===== src/rtl/core_s1.sv =====
// LETC fetch stage: PC ownership, in-order imem fetch, credit-managed instruction buffer, redirect flush.
// Define LETC_S1_MISALIGN_TRAP_EN to turn a misaligned redirect into a single fault entry for core_s2.
module core_s1 #(
  parameter logic [31:0] RESET_PC   = 32'h0000_0000,
  parameter int          FIFO_DEPTH = 4
) (
  input  logic        clk,
  input  logic        rst_n,
  input  logic        branch_en,
  input  logic [31:0] branch_target,
  output logic        imem_req_valid,
  input  logic        imem_req_ready,
  output logic [31:0] imem_req_addr,
  input  logic        imem_rsp_valid,
  input  logic [31:0] imem_rsp_data,
  output logic        s2_valid,
  input  logic        s2_ready,
  output logic [31:0] s2_instruction,
  output logic [31:0] s2_pc,
  output logic        s2_misaligned
);

  // Handshakes: a transfer happens on a clock edge where valid && ready; valid never waits on ready,
  // and the response channel has no ready (a response is always accepted).
  localparam int AW = $clog2(FIFO_DEPTH);
  localparam int CW = AW + 1;

  typedef enum logic [1:0] {RUN, FAULT_PEND, FAULT_HOLD} state_t;

  state_t         state, state_next;
  logic [31:0]    fetch_pc, resp_pc;
  logic [CW-1:0]  outstanding, drop_cnt;
  logic [CW-1:0]  wr_ptr, rd_ptr, fifo_count;
  logic [31:0]    instr_mem [FIFO_DEPTH];
  logic [31:0]    pc_mem    [FIFO_DEPTH];
  logic [31:0]    target_aligned;
  logic [31:0]    push_instr, push_pc;
  logic           credit_ok, req_fire, rsp_drop, rsp_keep, push, pop, redirect_mis;

`ifdef LETC_S1_MISALIGN_TRAP_EN
  logic           mis_mem [FIFO_DEPTH];
  logic [31:0]    fault_pc;
  logic           push_mis;
  assign redirect_mis = |branch_target[1:0];
`else
  logic           unused_target_bits;
  assign unused_target_bits = ^branch_target[1:0];
  assign redirect_mis       = 1'b0;
`endif

  assign target_aligned = {branch_target[31:2], 2'b00};
  assign fifo_count     = wr_ptr - rd_ptr;

  // Credits are taken from registered counts, so every in-flight response already owns a slot.
  assign credit_ok      = ({1'b0, outstanding} + {1'b0, fifo_count}) < (CW + 1)'(FIFO_DEPTH);
  assign imem_req_valid = rst_n && (state == RUN) && credit_ok && !branch_en;
  assign imem_req_addr  = fetch_pc;
  assign req_fire       = imem_req_valid && imem_req_ready;

  assign rsp_drop = imem_rsp_valid && (drop_cnt != '0);
  assign rsp_keep = imem_rsp_valid && (drop_cnt == '0);

  assign s2_valid       = (fifo_count != '0) && !branch_en;
  assign pop            = s2_valid && s2_ready;
  assign s2_instruction = instr_mem[rd_ptr[AW-1:0]];
  assign s2_pc          = pc_mem[rd_ptr[AW-1:0]];
`ifdef LETC_S1_MISALIGN_TRAP_EN
  assign s2_misaligned  = mis_mem[rd_ptr[AW-1:0]];
`else
  assign s2_misaligned  = 1'b0;
`endif

  always_comb begin
    push       = 1'b0;
    push_instr = imem_rsp_data;
    push_pc    = resp_pc;
`ifdef LETC_S1_MISALIGN_TRAP_EN
    push_mis   = 1'b0;
`endif
    if (!branch_en) begin
      if (rsp_keep) begin
        push = 1'b1;
`ifdef LETC_S1_MISALIGN_TRAP_EN
      end else if (state == FAULT_PEND && outstanding == '0) begin
        push       = 1'b1;
        push_instr = 32'h0000_0013;
        push_pc    = fault_pc;
        push_mis   = 1'b1;
`endif
      end
    end
  end

  always_comb begin
    state_next = state;
    if (branch_en) begin
      state_next = redirect_mis ? FAULT_PEND : RUN;
    end else begin
      case (state)
        FAULT_PEND: if (outstanding == '0) state_next = FAULT_HOLD;
        default:    state_next = state;
      endcase
    end
  end

  always_ff @(posedge clk or negedge rst_n) begin
    if (!rst_n) state <= RUN;
    else        state <= state_next;
  end

  always_ff @(posedge clk or negedge rst_n) begin
    if (!rst_n) begin
      fetch_pc    <= RESET_PC;
      resp_pc     <= RESET_PC;
      outstanding <= '0;
      drop_cnt    <= '0;
    end else begin
      outstanding <= outstanding + CW'(req_fire) - CW'(imem_rsp_valid);
      if (branch_en) begin
        fetch_pc <= target_aligned;
        resp_pc  <= target_aligned;
        // A response landing in the redirect cycle is already wrong-path, so it is not counted.
        drop_cnt <= outstanding - CW'(imem_rsp_valid);
      end else begin
        if (req_fire) fetch_pc <= fetch_pc + 32'd4;
        if (rsp_keep) resp_pc  <= resp_pc + 32'd4;
        if (rsp_drop) drop_cnt <= drop_cnt - CW'(1);
      end
    end
  end

`ifdef LETC_S1_MISALIGN_TRAP_EN
  always_ff @(posedge clk or negedge rst_n) begin
    if (!rst_n)         fault_pc <= '0;
    else if (branch_en) fault_pc <= branch_target;
  end
`endif

  always_ff @(posedge clk or negedge rst_n) begin
    if (!rst_n) begin
      wr_ptr <= '0;
      rd_ptr <= '0;
      for (int i = 0; i < FIFO_DEPTH; i++) begin
        instr_mem[i] <= '0;
        pc_mem[i]    <= '0;
`ifdef LETC_S1_MISALIGN_TRAP_EN
        mis_mem[i]   <= 1'b0;
`endif
      end
    end else if (branch_en) begin
      rd_ptr <= wr_ptr;
    end else begin
      if (push) begin
        instr_mem[wr_ptr[AW-1:0]] <= push_instr;
        pc_mem[wr_ptr[AW-1:0]]    <= push_pc;
`ifdef LETC_S1_MISALIGN_TRAP_EN
        mis_mem[wr_ptr[AW-1:0]]   <= push_mis;
`endif
        wr_ptr <= wr_ptr + CW'(1);
      end
      if (pop) rd_ptr <= rd_ptr + CW'(1);
    end
  end

  a_no_orphan_rsp: assert property (@(posedge clk) disable iff (!rst_n)
    !(imem_rsp_valid && drop_cnt == '0 && outstanding == '0));

endmodule


===== config.mk =====
export PLATFORM = sky130hd
export DESIGN_NAME = core_s1
export DESIGN_NICKNAME = d
export VERILOG_FILES = /design/src/rtl/core_s1.sv
export SDC_FILE = /design/constraint.sdc
export NUM_CORES = 1
export LEC_CHECK = 0
export CAP_MARGIN = 20
export CORE_ASPECT_RATIO = 1.1
export CORE_MARGIN = 3
export CORE_UTILIZATION = 59
export CTS_BUF_LIST = sky130_fd_sc_hd__clkbuf_8
export DETAILED_ROUTE_END_ITERATION = 6
export GPL_ROUTABILITY_DRIVEN = 1
export HOLD_SLACK_MARGIN = 0.06
export PLACE_DENSITY = 0.92
export SETUP_SLACK_MARGIN = 0.1
export SLEW_MARGIN = 15
export SYNTH_ARGS = -nofsm -noshare
export SYNTH_HDL_FRONTEND = slang
export SYNTH_SLANG_ARGS = --single-unit

===== constraint.sdc =====
create_clock -name clk -period 4.7 [get_ports clk]
set_clock_uncertainty 0.15 [all_clocks]
set_input_delay 0.705 -clock clk [delete_from_list [all_inputs] [get_ports clk]]
set_output_delay 0.705 -clock clk [all_outputs]
set_load 0.02 [all_outputs]

After elaboration in Yosys (flattened, before gate mapping). Index checks and enable logic that the tools add are counted.

Flip-flop bits (word level): 334. Output and inout port bits: 99.

Add/sub/neg operators: 10. Order comparisons: 4. Eq/ne operators: 1. Multiplexer cells: 23. Bitwise operators: 3. Reductions and logical operators: 23.

Operator list (number): $mux 32 (9); $bwmux 128 (2); $bmux 32 s2 (2); $add 32x3->32 const B (2); $demux 32 s2 (1); $mux 3 (4); $reduce_bool 2->1 (6); $logic_and 1x1->1 (9); $add 3x1->3 const B (2); $ge 3x3->1 const B (2); $logic_not 3->1 (2); $mux 2 (3); $not 2->3 (2); $reduce_bool 3->1 (2); $sub 3x1->3 (2); $add 3x3->4 (1); $lt 4x3->1 const B (1); $reduce_and 2->1 (2); $add 3x1->3 (1); $lt 3x1->1 const B (1); $sub 3x1->3 const B (1); $sub 3x3->3 (1); $eq 2x1->1 const B (1); $logic_not 2->1 (1); other kinds (3) (4).

Longest topological paths before layout. Gate-level depths: netlist of run 1.

Depth after elaboration: 8. Depth in mapped cells: 20.

Worst setup path after synthesis of run 1. OpenSTA, ideal clock, no wires.

Path type: reg-to-reg. Start point: reg rd_ptr[1]. End point: reg outstanding[2]. Library setup time: 0.123 ns. Arrival time: 3.989 ns. Required time: 4.427 ns. Slack: 0.438 ns. Stages on the path, launching flop included: 21. Path buffers: 5. Clock period less this slack: 4.262 ns. Path through: dfrtp_1 clkbuf_1 clkbuf_1 inv_1 fa_1 xor2_1 xnor2_1 ha_1 nor4b_2 and4b_1 buf_4 inv_2 buf_6 buf_2 ha_1 inv_1 ha_1 inv_1 fa_1 xnor2_1 xnor2_1.

Cells in the longest elaborated chain, start to end: 8.

Ends and longest elaborated chain: start: declaration (line 33) `logic [CW-1:0] wr_ptr, rd_ptr, fifo_count;`; start signal: assignment (line 151) `rd_ptr <= wr_ptr;`; start signal: assignment (line 161) `if (pop) rd_ptr <= rd_ptr + CW'(1);`; $sub 3x3->3 (line 52) `assign fifo_count = wr_ptr - rd_ptr;`; $add 3x3->4 (line 55) `assign credit_ok = ({1'b0, outstanding} + {1'b0, fifo_count}) < (CW + 1)'(FIFO_DEPTH);`; $lt 4x3->1 (line 55); $logic_and 1x1->1 (2 in series) (line 56) `assign imem_req_valid = rst_n && (state == RUN) && credit_ok && !branch_en;`; $logic_and 1x1->1 (line 58) `assign req_fire = imem_req_valid && imem_req_ready;`; $add 3x1->3 (line 118) `outstanding <= outstanding + CW'(req_fire) - CW'(imem_rsp_valid);`; $sub 3x1->3 (line 118); end signal: assignment (line 118); end: declaration (line 32) `logic [CW-1:0] outstanding, drop_cnt;`.

Every way passes these cells. A chain may end at the register's enable or synchronous reset.

Worst setup path in the final report of run 1.
Start point: reg wr_ptr[0]. End point: out s2_valid.

Cells in the longest elaborated chain, start to end: 3.

Ends and longest elaborated chain: start: declaration (line 33); start signal: assignment (line 159) `wr_ptr <= wr_ptr + CW'(1);`; $sub 3x3->3 (line 52); $reduce_bool 3->1 (line 63) `assign s2_valid = (fifo_count != '0) && !branch_en;`; $logic_and 1x1->1 (line 63); end: declaration (line 16) `output logic s2_valid,`.

Every way passes these cells.

==> flow_summary.json, run 1 <==
{
  "core-area_um2": 24800,
  "cts_setup_buffers": 0,
  "ant_nets": 0,
  "holdPathStages": 1,
  "hold_slack_ns": 0.336,
  "numPlacedInstances": 1517,
  "fillers": 1567,
  "rows": 60,
  "cts.htree.levels": 2,
  "p_leak_nw": 8.15,
  "yosys_warnings": 0,
  "finalHoldViolCount": 0,
  "max_stage_delay_ns": 0.64,
  "grt.total_usage_pct": 24.1,
  "intPower_mw": 7.60,
  "avgSynthCellArea_um2": 13.7,
  "wl_per_cell_um": 20.5,
  "ios": 169,
  "drc": 0,
  "slowest_stage": "clkdlybuf4s50_1",
  "yosysUniqueCellTypes": 52,
  "syn_inst": 1098,
  "path_cells": "inv_1 > ha_1 > inv_1 > fa_1 > xor2_1 > xnor2_2 > nor2_1 > nor2_1 > clkdlybuf4s50_1",
  "fin_crit_sh_pct": 85.9,
  "grt_pass1_wl_um": 53500,
  "dr.first_iter.drc_count": 719,
  "start_util_pct": 60.6,
  "cp-start-kind": "flip-flop",
  "crit_cells": 9,
  "clkPwrFrac_pct": 21.6,
  "rsz0062_at_grt": "no",
  "drive_gt1_share_pct": 32.1,
  "fp.dieH_um": 173,
  "fin_area_um2": 18000,
  "ys_ff_latch": 321,
  "antenna_found_initial": 0,
  "critPathBufInv": 3,
  "required_ns": 3.85,
  "overflow": 0,
  "critPathKind": "reg -> out",
  "p_per_area_nw_per_um2": 626,
  "drv_cap": 0,
  "numCtsBuffers": 50,
  "cp_max_fo": 4,
  "cts_sinks": 321,
  "swShare_pct": 32.5,
  "fin_util_pct": 72.6,
  "finalSetupViolCount": 0,
  "multi_input_area_um2": 6580,
  "area_growth_pct": 19.8,
  "syn-cell-area_um2": 15000,
  "power_frac_seq_pct": 39.2,
  "cts_tree": "done",
  "max-slew-margin-rel_pct": 34.7,
  "tightest_slew_ns": 0.979,
  "reg2regPathDepth": 17,
  "reg2reg_slack_ns": 0.85,
  "synth-edff-count": 0,
  "stdcell_count": 1608,
  "portBuffers": 161,
  "max_freq_mhz": 248,
  "ys_seq_area_share_pct": 53.5,
  "dr_total_vias": 9895,
  "drv_slew": 0,
  "clock_latency_ns": 0.57,
  "ff_latch_area_um2": 8040,
  "die-area_um2": 27400,
  "placed_area_um2": 16900,
  "fin_tns_setup_ns": 0,
  "combPwrFrac_pct": 39.2,
  "grt_pass1_vias": 10600,
  "synthArstFlopShare_pct": 100,
  "cts_root_buf": "clkbuf_8",
  "power.switching_mw": 3.66,
  "synth_ff_type": "dfrtp_1",
  "timing.final.crit_period_ns": 4.04,
  "path_delay_family": "buffers and inverters",
  "grt_max_degree": 85,
  "avgViaCountPerCell": 6.15,
  "status": "completed",
  "hp-class": "reg -> reg",
  "clk_pin_slew_worst_paths_ns": 0.07,
  "place_hpwl_um": 21400,
  "vdd_drop_max_mv": 0.359,
  "finalWirelength_um": 33000,
  "dr.pass1.iters": 6,
  "end_kind": "output pin",
  "globalplace.congestion": 0.879,
  "dieWidth_um": 158,
  "fin_nets": 1349,
  "clock_path_buffers": 3,
  "diodes": 0,
  "crit_arrival_ns": 3.18
}
-- power groups by stage --
stage | Combinational (mW) | Sequential [mW] | Clock (mW)
3_5_place_dp | 4.43 | 4.43 | 0
5_1_grt | 4.73 | 4.53 | 2.61
4_1_cts | 4.45 | 4.40 | 2.49
6_report | 4.42 | 4.41 | 2.43
2_1_floorplan | 2.94 | 4.24 | 0
3_3_place_gp | 4.28 | 4.34 | 0
-- Yosys cell counts (all sizes together), types with 6 or more instances --
cell / instances / area, µm²
a21oi: 12 / 60.1
a31oi: 6 / 37.5
and2: 6 / 37.5
and3: 10 / 62.6
buf: 27 / 153
clkbuf: 50 / 190
dfrtp: 321 / 8030
ha: 16 / 200
inv: 24 / 90.1
mux2: 252 / 2840
mux2i: 7 / 70.1
mux4: 62 / 1400
nand2: 62 / 233
nand3: 33 / 165
nand4: 28 / 175
nor2: 30 / 113
nor3: 13 / 75.1
nor4: 8 / 92.6
o211ai: 8 / 60.1
o21ai: 41 / 205
o311ai: 7 / 61.3
xnor2: 18 / 158
xor2: 23 / 201
-- logic make-up (layout without fill, tap and decap cells) --
family / count (synthesis) / in the layout / share of synthesized area, %
adder cells (fa/ha/maj): 18 / 18 / 1.60
AO/OA/AOI/OAI: 86 / 86 / 3.54
multiplexers: 321 / 321 / 28.7
other: 1 / 5 / 0.0250
buffers and inverters: 101 / 297 / 2.88
AND/OR/NAND/NOR: 209 / 209 / 7.39
flip-flops: 321 / 321 / 53.5
XOR/XNOR: 41 / 41 / 2.39
-- cells in the final DEF, fill, tap and decap left out, drive strengths merged, types with 7 or more instances in the layout --
master,n
dfrtp,321
mux2,252
clkdlybuf4s50,158
clkbuf,67
mux4,62
nand2,62
o21ai,41
inv,36
nand3,33
nor2,30
nand4,28
buf,24
xor2,23
xnor2,18
ha,16
nor3,13
a21oi,12
and3,10
o211ai,8
nor4,8
mux2i,7
o311ai,7
-- flip-flops by register name, indices dropped and copies added, names as in the netlist --
name           cells
state              1
pc_mem           120
push_pc           30
wr_ptr             3
instr_mem        128
imem_req_addr     30
outstanding        3
rd_ptr             3
drop_cnt           3
-- path summary, 6_finish.rpt --
kind	startpoint	to
min in group asynchronous	rst_n	outstanding[2]
max reg2reg	wr_ptr[0]	outstanding[2]
max in group asynchronous	rst_n	instr_mem[111]
min reg2reg	pc_mem[115]	pc_mem[115]
max	wr_ptr[0]	s2_valid
min	pc_mem[115]	pc_mem[115]
-- final cells by class --
class / count / share of cell area, %
well taps: 310 / 2.16
multi-input cells: 680 / 36.6
repair buffers: 184 / 10.1
inverters: 24 / 0.501
flip-flops and latches: 321 / 44.7
clock buffers: 67 / 5.13
clock inverters: 22 / 0.835
-- per-layer routing --
metal  global-route usage, %  up-vias  routed length [µm]
li1                        -     4345                   -
met4                    7.49        0                 746
met1                    32.0     5090               13500
met2                    40.7      395               16600
met5                       0        -                   0
met3                    4.17       65                2160
-- per-stage QoR --
step,power (mW),setup slack (ns)
6_report,11.3,0.661
5_1_grt,11.9,0.533
4_1_cts,11.3,0.251
3_5_place_dp,8.86,0.870
3_3_place_gp,8.61,1.02
2_1_floorplan,7.18,0.438
-- timing repair --
action	in CTS	in global routing
hold endpoints to repair	21	0
gates resized for setup	0	2
hold buffers	1	0
setup endpoints to repair	0	1
Power figures use the tool's default switching activity.
==> run 2, diff against run 1 <==
--- a/config.mk
+++ b/config.mk
@@ -5,15 +5,15 @@
 export SDC_FILE = /design/constraint.sdc
 export NUM_CORES = 1
 export LEC_CHECK = 0
-export CAP_MARGIN = 20
 export CORE_ASPECT_RATIO = 1.1
 export CORE_MARGIN = 3
 export CORE_UTILIZATION = 59
 export CTS_BUF_LIST = sky130_fd_sc_hd__clkbuf_8
 export DETAILED_ROUTE_END_ITERATION = 6
 export GPL_ROUTABILITY_DRIVEN = 1
+export GPL_TIMING_DRIVEN = 0
 export HOLD_SLACK_MARGIN = 0.06
-export PLACE_DENSITY = 0.92
+export PLACE_DENSITY = 0.84
 export SETUP_SLACK_MARGIN = 0.1
 export SLEW_MARGIN = 15
 export SYNTH_ARGS = -nofsm -noshare
==> flow_summary.json, run 2 (synthesized netlist as in run 1, its figures left out) <==
{
  "place_hpwl_um": 23700,
  "timing.final.crit_period_ns": 4.43,
  "drive_gt1_share_pct": 30.3,
  "placed_area_um2": 17100,
  "fin_util_pct": 73.2,
  "intPower_mw": 7.51,
  "grt.total_usage_pct": 25.4,
  "dieWidth_um": 158,
  "drv_slew": 0,
  "end_kind": "output pin",
  "combPwrFrac_pct": 40.4,
  "clk_pin_slew_worst_paths_ns": 0.06,
  "cts_tree": "done",
  "drc": 0,
  "max-slew-margin-rel_pct": 36.1,
  "cp_max_fo": 10,
  "diodes": 0,
  "reg2reg_slack_ns": 0.35,
  "clock_latency_ns": 0.57,
  "cts_root_buf": "clkbuf_8",
  "dr.pass1.iters": 7,
  "finalSetupViolCount": 0,
  "critPathKind": "in -> out",
  "rows": 60,
  "final_common_cell": "dfrtp_1",
  "avgViaCountPerCell": 5.99,
  "stdcell_count": 1662,
  "die-area_um2": 27400,
  "fp.dieH_um": 173,
  "required_ns": 3.85,
  "ant_nets": 0,
  "power.switching_mw": 3.66,
  "finalWirelength_um": 34200,
  "p_leak_nw": 8.21,
  "drv_cap": 0,
  "start_util_pct": 60.6,
  "vdd_drop_max_mv": 0.403,
  "crit_arrival_ns": 3.57,
  "cts_sinks": 321,
  "core-area_um2": 24800,
  "largest_register_ffs": 128,
  "fin_nets": 1408,
  "antenna_found_initial": 0,
  "regMostFlops": "instr_mem",
  "cp-start-kind": "primary input",
  "grt_max_degree": 101,
  "ios": 169,
  "portBuffers": 161,
  "holdCritStartpoint": "pc_mem[10]",
  "overflow": 0,
  "globalplace.congestion": 0.913,
  "critPathBufInv": 5,
  "finalHoldViolCount": 0,
  "max_freq_mhz": 226,
  "area_growth_pct": 20.8,
  "worstSetupStartpoint": "branch_en",
  "status": "completed",
  "dr.first_iter.drc_count": 533,
  "clkPwrFrac_pct": 20.4,
  "grt_pass1_vias": 10700,
  "rsz0062_at_grt": "no",
  "final_cell_mix": "dfrtp_1, mux2_2, clkdlybuf4s50_1",
  "top_regs": "instr_mem (128), pc_mem (120)",
  "clock_path_buffers": 3,
  "numPlacedInstances": 1576,
  "fin_area_um2": 18100,
  "swShare_pct": 32.8,
  "wl_per_cell_um": 20.6,
  "power_mw": 11.2,
  "slowest_stage": "clkdlybuf4s50_1",
  "fin_crit_sh_pct": 94.2,
  "grt_pass1_wl_um": 55700,
  "cts.htree.levels": 2,
  "numCtsBuffers": 51,
  "power_frac_seq_pct": 39.2,
  "path_delay_family": "buffers and inverters",
  "path_cells": "clkdlybuf4s50_1 > clkbuf_1 > clkbuf_1 > buf_1 > nor2_1 > clkdlybuf4s50_1",
  "p_per_area_nw_per_um2": 615,
  "hold_slack_ns": 0.340,
  "tightest_slew_ns": 0.951,
  "max_stage_delay_ns": 0.58,
  "dr_total_vias": 9960,
  "cts_setup_buffers": 0,
  "fillers": 1630,
  "hp-class": "reg -> reg",
  "r2r_start": "rd_ptr[1]"
}
## run 2: cell types whose count changed in the layout (fill, tap and decap cells not counted), sizes merged
cell | previous run | this run
dlymetal6s2s | 1 | 0
clkdlybuf4s50 | 158 | 160
buf | 24 | 32
clkinvlp | 2 | 1
clkbuf | 67 | 112
inv | 36 | 43
clkinv | 6 | 1
bufinv | 2 | 1
## run 2: final timing paths
kind | endpoint | cells after the start
setup / recovery | s2_valid | 6
min in group asynchronous | pc_mem[104] | 2
hold reg to reg | pc_mem[10] | 1
setup reg to reg | outstanding[2] | 20
max in group asynchronous | instr_mem[82] | 4
hold / removal | pc_mem[10] | 1
## run 2: what timing repair did
action	in CTS	in global routing
gates resized for setup	4	6
hold endpoints to repair	15	0
hold buffers	1	0
endpoints found under the setup margin	4	2
## run 2: power groups by stage
stage	logic (mW)	registers (mW)	clock network (mW)
floorplan	2.94	4.24	0
detailed placement	4.51	4.39	0
finish	4.51	4.38	2.28
global placement	4.38	4.33	0
global route	4.84	4.50	2.47
CTS	4.54	4.36	2.34
## run 2: cell type report
| class | count | area (µm²) | share of cell area, % |
|---|---|---|---|
| flip-flops and latches | 321 | 8030 | 44.3 |
| multi-input cells | 680 | 6580 | 36.3 |
| repair buffers | 165 | 1710 | 9.42 |
| clock buffers | 63 | 867 | 4.78 |
| well taps | 310 | 388 | 2.14 |
| plain buffers | 77 | 360 | 1.99 |
| clock inverters | 22 | 119 | 0.655 |
| inverters | 24 | 90.1 | 0.496 |
## run 2: worst register-to-register path, stage by stage (launching register included)
cell,delay [ns]
dfrtp_1,0.37
buf_6,0.17
clkbuf_8,0.20
inv_1,0.07
fa_1,0.47
xor2_2,0.19
xnor2_2,0.16
ha_1,0.22
nor4b_2,0.26
and4b_1,0.23
buf_4,0.17
inv_2,0.07
buf_6,0.15
buf_2,0.19
ha_1,0.28
inv_1,0.05
ha_1,0.12
inv_1,0.05
fa_1,0.38
xnor2_1,0.18
xnor2_1,0.13
## run 2: through the flow
stage / worst slack [ns] / TNS, ns
3_3_place_gp: -10.71 / -3761.05
5_1_grt: 0.137 / 0
2_1_floorplan: 0.438 / 0
3_5_place_dp: -0.348 / -0.518
6_report: 0.272 / 0
4_1_cts: 0.145 / 0
## run 2: routing by layer
| layer | up-vias | track usage (%) | wire, µm |
|---|---|---|---|
| met5 | - | 0 | 0 |
| met4 | 0 | 7.64 | 893 |
| met3 | 74 | 4.77 | 2100 |
| met2 | 388 | 41.1 | 16800 |
| met1 | 5045 | 35.3 | 14400 |
| li1 | 4453 | - | - |
